<file path="src/rtl/ccastles_video_timing.sv">
// ccastles_video_timing: raster counters, blank/sync decode, line-group IRQ and frame-start pulse.
module ccastles_video_timing #(
  parameter int HTOTAL   = 320,
  parameter int HVIS     = 256,
  parameter int HS_START = 272,
  parameter int HS_END   = 304,
  parameter int VTOTAL   = 256,
  parameter int VVIS     = 232,
  parameter int VS_START = 240,
  parameter int VS_END   = 244
) (
  input  logic       clk,
  input  logic       reset_n,
  input  logic       ce_pix,
  input  logic       irq_ack,
  output logic [8:0] hcount,
  output logic [7:0] vcount,
  output logic       HBlank,
  output logic       HSync,
  output logic       VBlank,
  output logic       VSync,
  output logic       irq,
  output logic       frame_start
);
  localparam logic [8:0] H_LAST = 9'(HTOTAL - 1);
  localparam logic [7:0] V_LAST = 8'(VTOTAL - 1);
  localparam logic [9:0] H_VIS  = 10'(HVIS);
  localparam logic [9:0] H_SS   = 10'(HS_START);
  localparam logic [9:0] H_SE   = 10'(HS_END);
  localparam logic [8:0] V_VIS  = 9'(VVIS);
  localparam logic [8:0] V_SS   = 9'(VS_START);
  localparam logic [8:0] V_SE   = 9'(VS_END);
  logic       h_wrap, v_wrap, irq_set;
  logic [8:0] h_nxt;
  logic [7:0] v_nxt;
  // Flags are decoded from the next counter values so they register alongside the counters.
  always_comb begin
    h_wrap  = hcount == H_LAST;
    v_wrap  = vcount == V_LAST;
    h_nxt   = h_wrap ? 9'd0 : hcount + 9'd1;
    v_nxt   = h_wrap ? (v_wrap ? 8'd0 : vcount + 8'd1) : vcount;
    irq_set = ce_pix && h_wrap && v_nxt[5:0] == 6'd0;
  end
  always_ff @(posedge clk or negedge reset_n) begin
    if (!reset_n) begin
      hcount      <= '0;
      vcount      <= '0;
      HBlank      <= 1'b0;
      HSync       <= 1'b0;
      VBlank      <= 1'b0;
      VSync       <= 1'b0;
      irq         <= 1'b0;
      frame_start <= 1'b0;
    end else begin
      frame_start <= ce_pix && h_wrap && v_wrap;
      irq         <= irq_set || (irq && !irq_ack);
      if (ce_pix) begin
        hcount <= h_nxt;
        vcount <= v_nxt;
        HBlank <= {1'b0, h_nxt} >= H_VIS;
        HSync  <= {1'b0, h_nxt} >= H_SS && {1'b0, h_nxt} < H_SE;
        VBlank <= {1'b0, v_nxt} >= V_VIS;
        VSync  <= {1'b0, v_nxt} >= V_SS && {1'b0, v_nxt} < V_SE;
      end
    end
  end
endmodule
</file>
<file path="config.mk">
export PLATFORM = sky130hd
export DESIGN_NAME = ccastles_video_timing
export DESIGN_NICKNAME = d
export VERILOG_FILES = /design/src/rtl/ccastles_video_timing.sv
export SDC_FILE = /design/constraint.sdc
export NUM_CORES = 1
export LEC_CHECK = 0
export CAP_MARGIN = 20
export CORE_UTILIZATION = 55
export CTS_CLUSTER_DIAMETER = 200
export CTS_CLUSTER_SIZE = 16
export DETAILED_ROUTE_END_ITERATION = 12
export PLACE_DENSITY = 0.94
export SLEW_MARGIN = 40
export SYNTH_ARGS = -nofsm -noshare
export SYNTH_HDL_FRONTEND = slang
export SYNTH_SLANG_ARGS = --single-unit
export TNS_END_PERCENT = 20
</file>
<file path="constraint.sdc">
create_clock -name clk -period 5 [get_ports clk]
set_clock_uncertainty 0.1 [all_clocks]
set_input_delay 0.5 -clock clk [delete_from_list [all_inputs] [get_ports clk]]
set_output_delay 0.5 -clock clk [all_outputs]
set_load 0.1 [all_outputs]
</file>
; Word level (Yosys, flattened, before mapping)
; Index checks and enable logic that the tools add are counted.
[word_totals]
reg_bits = 23
inputBits = 4
output_inout_bits = 23
word_cells = 30
[classes]
add_sub_neg = 2
magnitude_cmp = 6
eq_ne = 2
mux = 3
reduce_logical = 9
[ops]
columns = operator, count
row1 = ">= comparator 9 bit, second input constant", 2
row2 = ">= comparator 8 bit, second input constant", 2
row3 = 2-to-1 mux 8 bit, 2
row4 = "adder 9 x 1 -> 9 bit, second input constant", 1
row5 = "equality test 9 bit, second input constant", 1
row6 = "less-than comparator 9 bit, second input constant", 1
row7 = 2-to-1 mux 9 bit, 1
row8 = "adder 8 x 1 -> 8 bit, second input constant", 1
row9 = "equality test 8 bit, second input constant", 1
row10 = "less-than comparator 8 bit, second input constant", 1
row11 = logical AND 1 bit, 6
row12 = logical NOT 6 bit, 1
row13 = logical NOT 1 bit, 1
row14 = logical OR 1 bit, 1

; Logic depth before layout (Yosys ltp)
[logic_depth]
word_depth = 6
ltp_mapped = 7
mapped_depth_nobuf = 6

; Worst setup path after synthesis
; Ideal clock, no wire load.
[synth_timing]
kind = register -> register
startpoint = register hcount[8]
endpoint = register VSync
setup_time_ns = 0.095
t_arrival_ns = 2.527
required_time_ns = 4.805
setup_slack_ns = 2.277
path_stages_with_launch = 7
cell_sequence = dfrtp_1 > or3b_4 > or4_1 > buf_2 > a211oi_2 > o221ai_2 > o32ai_2
[synth_via]
elab_chain_len = 4
[synth_lines]
columns = element, line
row1 = start: declaration, 16  ; output logic [8:0] hcount,
row2 = start signal: assignment, 58  ; hcount <= h_nxt;
row3 = equality test 9 bit (*), 38  ; h_wrap = hcount == H_LAST;
row4 = 2-to-1 mux 8 bit (*), 41  ; v_nxt = h_wrap ? (v_wrap ? 8'd0 : vcount + 8'd1) : vcount;
row5 = >= comparator 8 bit or less-than comparator 8 bit (tied branches), 63  ; VSync <= {1'b0, v_nxt} >= V_SS && {1'b0, v_nxt} < V_SE;
row6 = logical AND 1 bit (*), 63
row7 = end signal: assignment, 63
row8 = end: declaration, 21  ; output logic VSync,
; Every way passes the cells marked *; elsewhere a longest branch is shown, timed or not.
; A chain may end at the register's enable or synchronous reset.

==> metrics <==
status finished clean; clk slew on worst S/H paths roughly 0.13 ns; TritonCTS clock tree built; initial antenna violation count 0; Critical Path AT 2.88 ns; clock sinks 23; DRT Pass-1 Iters 4; register area roughly 580 µm²; vias ~1.2k; flops & latches, synth 23; Final HPWL DP around 2.2 mm; post-route minimum period 2.75 ns; pin count of the biggest net entering global routing 24; first-pass GRT wire length 5.18 mm; cts hold-fix bufs 0; total gr overflow 0; met2 WL about 1.5 mm; Port Buffer Count 26; share of layout cells above drive strength 1 21.9%; DR WL met3 ~160 µm; Fillers 205; Rows 17; crit path launch type input port; Hold Path Class input port to asynchronous set/reset pin; worst slew pin tran roughly 0.73 ns; drt first-iter violations 31; Final Max Slew Viols 0; DRC violations left 0; ANT nets after route 0; post-CTS setup buffer count 0; Hold WS slightly below 0.04 ns; Leak roughly 0.00067 µW; Top Layer Used met4; CP max FO 14; Nets around 180; sequential share of the synthesized area a little over two fifths; core area ~2300 µm²; M1 WL about 1.3 mm; fin crit share between 50 and 60%; Synth cell types 47; Starting Density around 60%; Peak VDD IR 0.000485 V; Fin Setup TNS 0 ns; WS Path Type input port to flop; ys async rst share 100%; gpl congestion 0.900; final wirelength between 3 and 4 mm; WL per Instance ~16 µm; H-tree lvl count 1; Final Core Density between 60% and 70%; GRT Total Usage a little over a quarter; Final Hold Viols 0; synth warn 0; number of buffers created by CTS 3; Gate Count Post-Synth around 150; placed cell count 193; RSZ-0062 raised after global routing no; # IOs 27; Syn Nets 154; Mean Syn Cell Area ~9.2 µm²; Via density approximately 6.3; area of the multi-input gates approximately 730 µm²; Die ar. 2690 µm²; Rel. slew slack between 50% and 60%; Worst setup EP type flop; number of flops mapped to enable cells by yosys 0; R2R depth 5; worst skew pair latency approximately 0.31 ns; Max Cap Viol 0; die height between 50 and 60 µm; final setup vio count 0; vias in the first global route between 1k and 1.5k; f_max about 360 MHz; Finished Layout Cells 197; CTS Buffer Depth 2; mapped cell area roughly 1400 µm²; WP data required 5.13 ns; area grow syn2layout 11.9%; Die Width 51.8 µm; clock root buffer clkbuf_4; Total Power roughly 600 µW; ys flop type dfrtp_1; post-cts sizing count 0; antenna diode count 0; cell area power density just under 400 nW/µm²
-- report_power, final --
part | switching [µW] | total (µW) | internal, µW
clock | 54.7 | 85.9 | 31.2
sequential | 39.8 | 247 | 208
combinational | 217 | 265 | 48.5
total | 311 | 599 | 287
-- kinds of logic after synthesis --
family | after synthesis | synth area share [%]
muxes | 3 | 2.38
adders and majority gates | 2 | 1.83
AOI/OAI and AO/OA | 37 | 20.7
and+or+nand+nor | 61 | 23.2
DFF | 23 | 42.2
buffers and inverters | 14 | 4.58
xor gates and xnor gates | 8 | 5.13
-- worst max-delay path: stages --
cell	delay [ns]
clkdlybuf4s50_1	0.80
inv_1	0.31
or4_1	0.71
a211oi_2	0.23
o221ai_2	0.13
o32ai_2	0.20
-- layer usage --
metal / global-route usage (%) / up-vias
met5: 0 / -
met4: 9.91 / 0
met3: 3.51 / 4
met2: 44.2 / 38
met1: 33.4 / 608
li1: - / 585
-- worst paths after layout --
path	from	endpoint	slack [ns]
worst min register to register	HSync	HSync	0.42
min in group clk	HSync	HSync	0.42
max in group asynchronous	reset_n	VBlank	4.40
worst max register to register	hcount[6]	irq	2.41
worst min-delay path	reset_n	vcount[3]	0.04
worst max-delay path	ce_pix	VSync	2.25
-- flip-flops by register name, indices dropped and copies added (netlist names) --
signal,count
HBlank,1
HSync,1
VBlank,1
VSync,1
frame_start,1
hcount,9
irq,1
vcount,8
-- layout by cell type, fill, tap and decap left out, drive strengths merged, types with 2 or more instances in the layout --
cell	instances
a211oi	2
a21o	2
a21oi	6
a31oi	2
and3	3
buf	24
clkbuf	4
clkdlybuf4s50	2
dfrtp	23
ha	2
inv	5
mux2	2
nand2	14
nand2b	4
nand3	11
nand4	5
nor2	12
nor3	3
o21ai	7
o2bb2ai	4
o31ai	2
or4	2
xnor2	7
-- through the flow --
step,setup WS [ns],instance area (µm²)
finish,2.25,1530
global route,2.14,1530
CTS,2.26,1530
detailed placement,1.93,1500
global placement,2.07,1620
floorplan,2.28,1370
-- cell type report --
cell class | instances | area share, %
multi-input combinational | 111 | 47.9
inverter | 5 | 1.23
clock buffer | 4 | 1.72
tap | 28 | 2.29
timing repair buffer | 26 | 9.17
sequential | 23 | 37.7
-- synthesized netlist by cell type, types with 3 or more instances --
library cell | instances | area (µm²)
clkbuf_1 | 5 | 18.8
nand2b_1 | 4 | 25.0
and3_1 | 3 | 18.8
nor2_1 | 12 | 45.0
o2bb2ai_1 | 4 | 35.0
inv_1 | 5 | 18.8
xnor2_1 | 7 | 61.3
nor3_1 | 3 | 15.0
nand4_1 | 5 | 31.3
a21oi_1 | 6 | 30.0
dfrtp_1 | 23 | 576
nand3_1 | 11 | 55.1
o21ai_0 | 6 | 30.0
nand2_1 | 14 | 52.6
(Power assumes the default switching activity.)
